**src/rtl/freq_meter_pkg.sv**
```systemverilog
// Shared constants for the gated frequency meter.
//  - Active-low seven-segment patterns, bit order g..a (bit 6 = g, bit 0 = a).
//  - BCD digit width and the largest BCD digit value.
package freq_meter_pkg;

  localparam int unsigned BCD_W = 4;
  localparam logic [BCD_W-1:0] BCD_NINE = 4'd9;

  localparam logic [6:0] SEG_0     = 7'h40;
  localparam logic [6:0] SEG_1     = 7'h79;
  localparam logic [6:0] SEG_2     = 7'h24;
  localparam logic [6:0] SEG_3     = 7'h30;
  localparam logic [6:0] SEG_4     = 7'h19;
  localparam logic [6:0] SEG_5     = 7'h12;
  localparam logic [6:0] SEG_6     = 7'h02;
  localparam logic [6:0] SEG_7     = 7'h78;
  localparam logic [6:0] SEG_8     = 7'h00;
  localparam logic [6:0] SEG_9     = 7'h10;
  localparam logic [6:0] SEG_BLANK = 7'h7F;

endpackage

```
**src/rtl/freq_meter_bcd_seg7_dec.sv**
```systemverilog
// seg7_dec: one BCD digit to active-low seven-segment pattern.
//  bcd  in   4  BCD digit (codes 10..15 blank the display)
//  seg  out  7  segments g..a, active-low
module seg7_dec
  import freq_meter_pkg::*;
(
  input  logic [BCD_W-1:0] bcd,
  output logic [6:0]       seg
);

  always_comb begin
    case (bcd)
      4'd0:    seg = SEG_0;
      4'd1:    seg = SEG_1;
      4'd2:    seg = SEG_2;
      4'd3:    seg = SEG_3;
      4'd4:    seg = SEG_4;
      4'd5:    seg = SEG_5;
      4'd6:    seg = SEG_6;
      4'd7:    seg = SEG_7;
      4'd8:    seg = SEG_8;
      4'd9:    seg = SEG_9;
      default: seg = SEG_BLANK;
    endcase
  end

endmodule

```
**src/rtl/freq_meter_bcd.sv**
```systemverilog
// freq_meter_bcd: gated frequency meter with BCD count chain and 7-seg outputs.
//  Counts synchronised rising edges of sig_in over GATE_CYCLES clocks, latches
//  the window total into bcd (saturating at all nines with ovf) and decodes it.
//  CLOCK_50    in   1          system clock
//  reset_n     in   1          async active-low reset
//  sig_in      in   1          measured signal, asynchronous
//  hold        in   1          1 = keep displayed result at window end
//  hex         out  7*DIGITS   active-low segments, digit i at [7i+6:7i]
//  bcd         out  4*DIGITS   latched result, digit 0 = units
//  meas_valid  out  1          one-cycle pulse on a new result
//  ovf         out  1          latched result saturated
//  one_hz      out  1          high for the first half of each window
// Optional: define FREQ_METER_LZB_EN for leading-zero blanking.
module freq_meter_bcd
  import freq_meter_pkg::*;
#(
  parameter int unsigned DIGITS      = 8,
  parameter int unsigned GATE_CYCLES = 50_000_000,
  parameter int unsigned SYNC_STAGES = 2
) (
  input  logic                    CLOCK_50,
  input  logic                    reset_n,
  input  logic                    sig_in,
  input  logic                    hold,
  output logic [7*DIGITS-1:0]     hex,
  output logic [BCD_W*DIGITS-1:0] bcd,
  output logic                    meas_valid,
  output logic                    ovf,
  output logic                    one_hz
);

  localparam int unsigned CNT_W = $clog2(GATE_CYCLES);
  localparam logic [CNT_W-1:0] GATE_LAST = CNT_W'(GATE_CYCLES - 1);
  localparam logic [CNT_W-1:0] GATE_HALF = CNT_W'(GATE_CYCLES / 2);

  logic [SYNC_STAGES-1:0]    sync_q;
  logic                      sig_d;
  logic                      rise;
  logic [CNT_W-1:0]          gate_cnt;
  logic                      gate_end;
  logic [BCD_W*DIGITS-1:0]   cnt_q, cnt_inc, cnt_nx;
  logic                      top_carry;
  logic                      win_ovf_q, win_ovf_nx;
  logic [7*DIGITS-1:0]       seg_raw;

  assign rise     = sync_q[SYNC_STAGES-1] & ~sig_d;
  assign gate_end = (gate_cnt == GATE_LAST);

  always_ff @(posedge CLOCK_50 or negedge reset_n) begin
    if (!reset_n) begin
      sync_q <= '0;
      sig_d  <= 1'b0;
    end else begin
      sync_q <= {sync_q[SYNC_STAGES-2:0], sig_in};
      sig_d  <= sync_q[SYNC_STAGES-1];
    end
  end

  always_ff @(posedge CLOCK_50 or negedge reset_n) begin
    if (!reset_n) begin
      gate_cnt <= '0;
      one_hz   <= 1'b0;
    end else begin
      gate_cnt <= gate_end ? '0 : gate_cnt + CNT_W'(1);
      one_hz   <= (gate_cnt < GATE_HALF);
    end
  end

  // Ripple increment; carry out of the top digit only happens from all nines.
  always_comb begin
    logic c;
    c       = 1'b1;
    cnt_inc = cnt_q;
    for (int unsigned i = 0; i < DIGITS; i++) begin
      if (c) begin
        if (cnt_q[BCD_W*i +: BCD_W] == BCD_NINE) begin
          cnt_inc[BCD_W*i +: BCD_W] = '0;
        end else begin
          cnt_inc[BCD_W*i +: BCD_W] = cnt_q[BCD_W*i +: BCD_W] + 4'd1;
          c = 1'b0;
        end
      end
    end
    top_carry = c;
  end

  // Saturated chain holds all nines, so keeping cnt_q is the saturation.
  assign cnt_nx     = (rise && !win_ovf_q && !top_carry) ? cnt_inc : cnt_q;
  assign win_ovf_nx = win_ovf_q | (rise & top_carry);

  always_ff @(posedge CLOCK_50 or negedge reset_n) begin
    if (!reset_n) begin
      cnt_q      <= '0;
      win_ovf_q  <= 1'b0;
      bcd        <= '0;
      ovf        <= 1'b0;
      meas_valid <= 1'b0;
    end else if (gate_end) begin
      cnt_q      <= '0;
      win_ovf_q  <= 1'b0;
      meas_valid <= ~hold;
      if (!hold) begin
        bcd <= cnt_nx;
        ovf <= win_ovf_nx;
      end
    end else begin
      cnt_q      <= cnt_nx;
      win_ovf_q  <= win_ovf_nx;
      meas_valid <= 1'b0;
    end
  end

  for (genvar g = 0; g < DIGITS; g++) begin : g_dec
    seg7_dec u_dec (
      .bcd (bcd[BCD_W*g +: BCD_W]),
      .seg (seg_raw[7*g +: 7])
    );
  end

`ifdef FREQ_METER_LZB_EN
  // Blank from the top down until the first nonzero digit; digit 0 always shown.
  always_comb begin
    logic lead;
    hex  = seg_raw;
    lead = ~ovf;
    for (int unsigned i = DIGITS - 1; i >= 1; i--) begin
      if (bcd[BCD_W*i +: BCD_W] != '0) lead = 1'b0;
      if (lead) hex[7*i +: 7] = SEG_BLANK;
    end
  end
`else
  assign hex = seg_raw;
`endif

endmodule
```
**config.mk**
```make
export PLATFORM = sky130hd
export DESIGN_NAME = freq_meter_bcd
export DESIGN_NICKNAME = d
export VERILOG_FILES = /design/src/rtl/freq_meter_pkg.sv /design/src/rtl/freq_meter_bcd_seg7_dec.sv /design/src/rtl/freq_meter_bcd.sv
export SDC_FILE = /design/constraint.sdc
export NUM_CORES = 1
export LEC_CHECK = 0
export BUFFER_PORTS_ARGS = -buffer_cell sky130_fd_sc_hd__buf_2
export CORE_ASPECT_RATIO = 0.8
export CORE_MARGIN = 5
export CORE_UTILIZATION = 49
export DETAILED_ROUTE_END_ITERATION = 16
export GPL_ROUTABILITY_DRIVEN = 1
export GPL_TIMING_DRIVEN = 0
export PLACE_DENSITY = 0.77
export SETUP_SLACK_MARGIN = 0.15
export SYNTH_ARGS = -nofsm -noshare
export SYNTH_HDL_FRONTEND = slang
export SYNTH_HIERARCHICAL = 1
export SYNTH_SLANG_ARGS = --single-unit
```
**constraint.sdc**
```tcl
create_clock -name CLOCK_50 -period 2.4 [get_ports CLOCK_50]
set_clock_uncertainty 0.2 [all_clocks]
set_input_delay 0.24 -clock CLOCK_50 [delete_from_list [all_inputs] [get_ports CLOCK_50]]
set_output_delay 0.24 -clock CLOCK_50 [all_outputs]
set_load 0.1 [all_outputs]
```
Yosys cells after proc, flatten, opt, wreduce, memory -nomap -nowiden:

Memory sizes are Yosys's and may differ from the RTL's.
Index checks and enable logic that the tools add are counted.

* logic and storage cells: 81
* input bits: 4
* output and inout port bits: 91
* memories: 8
* bits in read-only memories: 896
* register bits after elaboration: 97

Memory list
* (no name shown): depth 16, width 7, read ports 1, clocked after memory_dff 0, wr ports 0, line freq_meter_bcd_seg7_dec.sv:12 `case (bcd)`
* (no name shown): depth 16, width 7, read ports 1, clocked after memory_dff 0, wr ports 0, line freq_meter_bcd_seg7_dec.sv:12
* (no name shown): depth 16, width 7, read ports 1, clocked after memory_dff 0, wr ports 0, line freq_meter_bcd_seg7_dec.sv:12
* (no name shown): depth 16, width 7, read ports 1, clocked after memory_dff 0, wr ports 0, line freq_meter_bcd_seg7_dec.sv:12
* (no name shown): depth 16, width 7, read ports 1, clocked after memory_dff 0, wr ports 0, line freq_meter_bcd_seg7_dec.sv:12
* (no name shown): depth 16, width 7, read ports 1, clocked after memory_dff 0, wr ports 0, line freq_meter_bcd_seg7_dec.sv:12
* +2 memories

* eq/ne operators: 9
* magnitude comparators: 1
* reductions and logical operators: 5
* bitwise operators: 5
* mux-type cells: 35
* $add $sub $neg: 9

Operators with widths (count)
* two-way mux 32 bit: 2
* two-way mux 4 bit: 15
* adder 4 x 1 -> 4 bit (second input constant): 8
* equality test 4 bit (second input constant): 8
* adder 26 x 1 -> 26 bit (second input constant): 1
* equality test 26 bit (second input constant): 1
* < comparator 26 x 25 -> 1 bit (second input constant): 1
* two-way mux 26 bit: 1
* two-way mux 1 bit: 17
* bitwise AND 1 bit: 2
* logical AND 1 bit: 2
* logical NOT 1 bit: 2
* NOT 1 bit: 2
* AND reduction 2 bit: 1
* OR 1 bit: 1

Logic depth before layout (Yosys ltp):

* word-level depth: 13
* mapped depth: 7
* gate-level depth less buffers: 6

Modules after synthesis:

Netlist, hierarchy kept.

Modules (own cells, without submodules)
* freq_meter_bcd: times used 1, sequential area each 2427.3 µm², cells each 469, area each 4660.7 µm²
* seg7_dec at g_dec[1].u_dec ...: times used 7, sequential area each 0.0 µm², cells each 33, area each 210.2 µm²
* seg7_dec at g_dec[0].u_dec: times used 1, sequential area each 0.0 µm², cells each 31, area each 200.2 µm²

Worst setup path before layout:

No wires, ideal clock.

* kind: register -> output
* from: register bcd[13]
* to: output hex[25]
* arrival time: 3.712 ns
* cell stages (with the launch flop): 6
* required time: 1.960 ns
* setup slack: -1.752 ns
* path buffers: 0
* path through: dfrtp_1 -> inv_1 -> ha_1 -> nand2_1 -> o21ai_0 -> o21ai_0

* longest elaborated chain between the ends: 1

RTL lines
* start: declaration: line freq_meter_bcd.sv:26 `output logic [BCD_W*DIGITS-1:0] bcd,`
* start signal: assignment: line freq_meter_bcd.sv:103 `bcd <= cnt_nx;`
* memory read (16 x 7 bit)
* end: declaration: line freq_meter_bcd.sv:25 `output logic [7*DIGITS-1:0] hex,`

No other way between the ends.

Worst setup path after layout:

* from: register gate_cnt[11]
* to: register bcd[31]

* longest elaborated chain between the ends: 2

RTL lines
* start: declaration: line freq_meter_bcd.sv:39 `logic [CNT_W-1:0] gate_cnt;`
* start signal: assignment: line freq_meter_bcd.sv:64 `gate_cnt <= gate_end ? '0 : gate_cnt + CNT_W'(1);`
* equality test 26 bit: line freq_meter_bcd.sv:47 `assign gate_end = (gate_cnt == GATE_LAST);`
* AND reduction 2 bit (no source line)

No other way between the ends.
A chain may end at the register's enable or synchronous reset.

==> results by group <==
Finish
  – Post-route cell area: 9420 µm²
  – Area Growth Syn to Fin: 48.8%
  – Share of layout cells above drive strength 1: 42.4%
  – Final nets: between 900 and 1000
  – ANT cells: 0

Die
  – Initial Util: 49.6%
  – DIE AREA: roughly 15000 µm²
  – Core Footprint: 12800 µm²
  – FP Rows: 37
  – Die Height: between 100 and 150 µm
  – IO Pins: 95
  – Die W: 137 µm

Logic synthesis
  – Post-Syn Area: 6330 µm²
  – Number of flops mapped to enable cells by yosys: 0
  – Post-Synthesis Cells: 731
  – Post-synth cell types: 61
  – Top_reg_cell synth: dfrtp_1
  – Post-synth net total: 776
  – Ys async rst share: 100%
  – Mapped Avg Cell Area: 8.66 µm²
  – #FFs+latches synth: 97
  – Synth warn: 6
  – XOR/XNOR Fraction of Synth Area: under 10%
  – Post-Synth Adder-Cell Area: 8.10%
  – Sequential area share after synthesis: 38.3%
  – Compound-gate portion of the synthesized area: between 10% and 20%
  – Post-synthesis mux area share: 1.82%
  – Synth Area in Simple Gates: 28.0%
  – Largest family of logic cells by synthesized area: simple AND/OR/NAND/NOR gates

Pwr
  – Maximum VDD drop: 478 µV
  – Power density over the cells: 485 nW/µm²
  – Tot Pwr: between 4000 and 5000 µW
  – LEAKAGE: 0.00402 µW

Placed design
  – Placer Congestion: roughly 0.91
  – # port buffers: 94
  – Post-DP Area: 7720 µm²
  – Post-DP HPWL: approximately 12000 µm

Critical path
  – Crit path max-delay family: simple AND/OR/NAND/NOR gates
  – Slowest cell on the critical path: or4_4
  – Crit-path max FO: 5
  – WP buf/inv: 3
  – Slowest stage delay, CP: 0.52 ns
  – Path type of the worst setup path: flop to flop
  – Worst Setup End Kind: flop
  – Arrival time at the worst endpoint: 2.53 ns
  – Worst path cell trace: or4bb_1 -> or4_4 -> nor4_4 -> buf_4 -> buf_8 -> clkbuf_16 -> a21oi_2
  – Crit start category: flop
  – Worst path required time: 2.41 ns

Global routing
  – Tot GR Track Use: approximately 23%
  – First-pass GRT wire length: between 20000 and 30000 µm
  – Largest net degree at the start of global routing: 71
  – Total gr overflow: 0
  – Vias in the first global route: 5826
  – Initial antenna violation count: 0

Route
  – ANT nets after route: 0
  – Pre-antenna DRT Iters: 5
  – Routed wire length: 19500 µm
  – Remaining DRCs: 0
  – Via/cell ratio: between 5 and 6
  – Post-DR wirelength/cell: about 18 µm
  – Detailed-route via count: between 6000 and 7000
  – Initial DRC count: 488

Flow run
  – Max_cap viols: 0

Timing
  – Slew Limit Fails: 0
  – Final Setup Violations: 68
  – Fin worst setup slack: -0.115 ns
  – Period Utilization, post-route: 105%
  – Max-slew headroom: 54.5%
  – Measured slew at the worst slew-check pin: 0.677 ns
  – RSZ-0062 raised after global routing: true
  – Final Hold Violating Endpoints: 0
  – Sum of negative setup slack: -4.85 ns
  – Final min period: 2.51 ns
  – FMAX: approximately 400 MHz

Clock tree
  – H-tree depth: 3
  – Clock Tree Root: clkbuf_16
  – CTS tree: done
  – Clock slew at reported path FFs: 0.07 ns
  – CTS Buf Count: 9
  – Sink Count: 97
  – CTS max path bufs: 2
  – Clock Latency Late Sink: 0.35 ns

Worst hold path
  – Hold Path Class: input port to flop

Run status
  – Failing checks: negative setup slack
  – Status: finished, violations left
==> cell families after synthesis <==
family                     Yosys count
AOI/OAI and AO/OA                  149
xor gates and xnor gates            33
adders and majority gates           41
buffers and inverters               70
DFF                                 97
muxes                               11
and+or+nand+nor                    330
==> worst reg2reg max path: stages, from the launching register on <==
cell,delay [ns]
dfrtp_1,0.38
or4bb_1,0.50
or4_4,0.52
nor4_4,0.24
buf_4,0.18
buf_8,0.13
clkbuf_16,0.16
a21oi_2,0.07
==> registers in the layout, indices dropped and copies added, names as in the netlist <==
signal	cells
cnt_q	32
ovf	1
sync_q	2
one_hz	1
gate_cnt	26
win_ovf_q	1
bcd	32
sig_d	1
meas_valid	1
==> report_power, final <==
part	leakage (µW)	internal, µW	switching (µW)
combinational	0.00264	350	864
sequential	0.00122	1700	110
clock	0.000159	940	605
==> final timing paths <==
kind / depth (start not counted) / slack (ns) / from / to
setup / recovery: 7 / -0.11 / gate_cnt[11]$_DFF_PN0_ / bcd[31]$_DFFE_PN0P_
hold / removal: 3 / 0.12 / hold / bcd[12]$_DFFE_PN0P_
setup reg to reg: 7 / -0.11 / gate_cnt[11]$_DFF_PN0_ / bcd[31]$_DFFE_PN0P_
hold reg to reg: 0 / 0.20 / sync_q[0]$_DFF_PN0_ / sync_q[1]$_DFF_PN0_
max in group asynchronous: 3 / 1.14 / reset_n / bcd[20]$_DFFE_PN0P_
min in group asynchronous: 2 / 0.16 / reset_n / gate_cnt[7]$_DFF_PN0_
==> cell type report <==
type                       instances  area, µm²
fill                             827       3350
multi-input combinational        564       4520
clock inverter                     5       78.8
clock buffer                      11        243
sequential                        97       2510
tap                              175        219
buffer                            34        349
inverter                          36        135
timing repair buffer             146       1370
==> routing by layer <==
metal  GRT usage, %  part of all wire [%]  vias to the layer above
met1           29.6                    40                     2999
met3           4.16                   6.7                       54
li1               -                     -                     2832
met5              0                     0                        -
met4           6.98                   2.7                        0
met2           39.3                    51                      257
==> cell usage in the layout (no fill, tap or decap), types with 15 or more instances in the layout <==
cell,instances
dfrtp_4,16
buf_4,48
dfrtp_1,63
a21oi_1,22
buf_6,30
dfrtp_2,18
inv_1,29
nand2_1,43
nand2b_1,39
xor2_1,18
nand3_1,21
nor2_1,59
o21ai_0,29
o21ai_4,16
nor2_2,16
clkbuf_4,15
buf_2,47
a21oi_2,23
nor2_4,31
xnor2_1,15
ha_1,40
==> metrics by stage <==
step,setup slack [ns],std cells,utilization (%),hold slack [ns]
2_1_floorplan,-0.0859,731,-,-0.256
3_3_place_gp,-0.474,1000,60.2,0.150
3_5_place_dp,-0.538,1001,60.4,-0.0112
4_1_cts,-0.119,1047,68.8,0.100
5_1_grt,-0.191,1068,73.7,0.145
6_report,-0.115,1068,73.7,0.116
==> synthesized netlist by cell type, drive strengths merged, types with 2 or more instances <==
| cell type | count | area (µm²) |
|---|---|---|
| xnor2 | 15 | 131 |
| nor3 | 14 | 92.6 |
| nor2 | 106 | 398 |
| o21ai | 64 | 320 |
| nor2b | 13 | 81.3 |
| nand2 | 48 | 180 |
| nand2b | 39 | 244 |
| nor4bb | 8 | 80.1 |
| nand3b | 3 | 22.5 |
| nor3b | 4 | 30.0 |
| or4bb | 2 | 22.5 |
| and2 | 6 | 37.5 |
| or2b | 7 | 52.6 |
| a31oi | 13 | 81.3 |
| ha | 41 | 513 |
| mux2i | 7 | 70.1 |
| or4 | 2 | 18.8 |
| clkbuf | 12 | 45.0 |
| a21oi | 54 | 304 |
| xor2 | 18 | 158 |
| dfrtp | 97 | 2430 |
| or2 | 9 | 56.3 |
| buf | 22 | 175 |
| and4 | 7 | 61.3 |
| nand4 | 12 | 75.1 |
| mux2 | 4 | 45.0 |
| inv | 36 | 135 |
| or3b | 2 | 17.5 |
| nand3 | 22 | 110 |
| or3 | 5 | 31.3 |
| and3 | 9 | 56.3 |
| nor4 | 7 | 58.8 |
| o21a | 2 | 15.0 |
==> what timing repair did <==
action / CTS / global route
cloned: 1 / 6
hold endpoints to repair: 28 / 0
pin swaps: 18 / 28
setup endpoints to repair: 125 / 137
hold buffers: 2 / 0
buffers inserted: 27 / 15
gates resized for setup: 144 / 122
No activity file was read; power rests on OpenSTA's default activity.
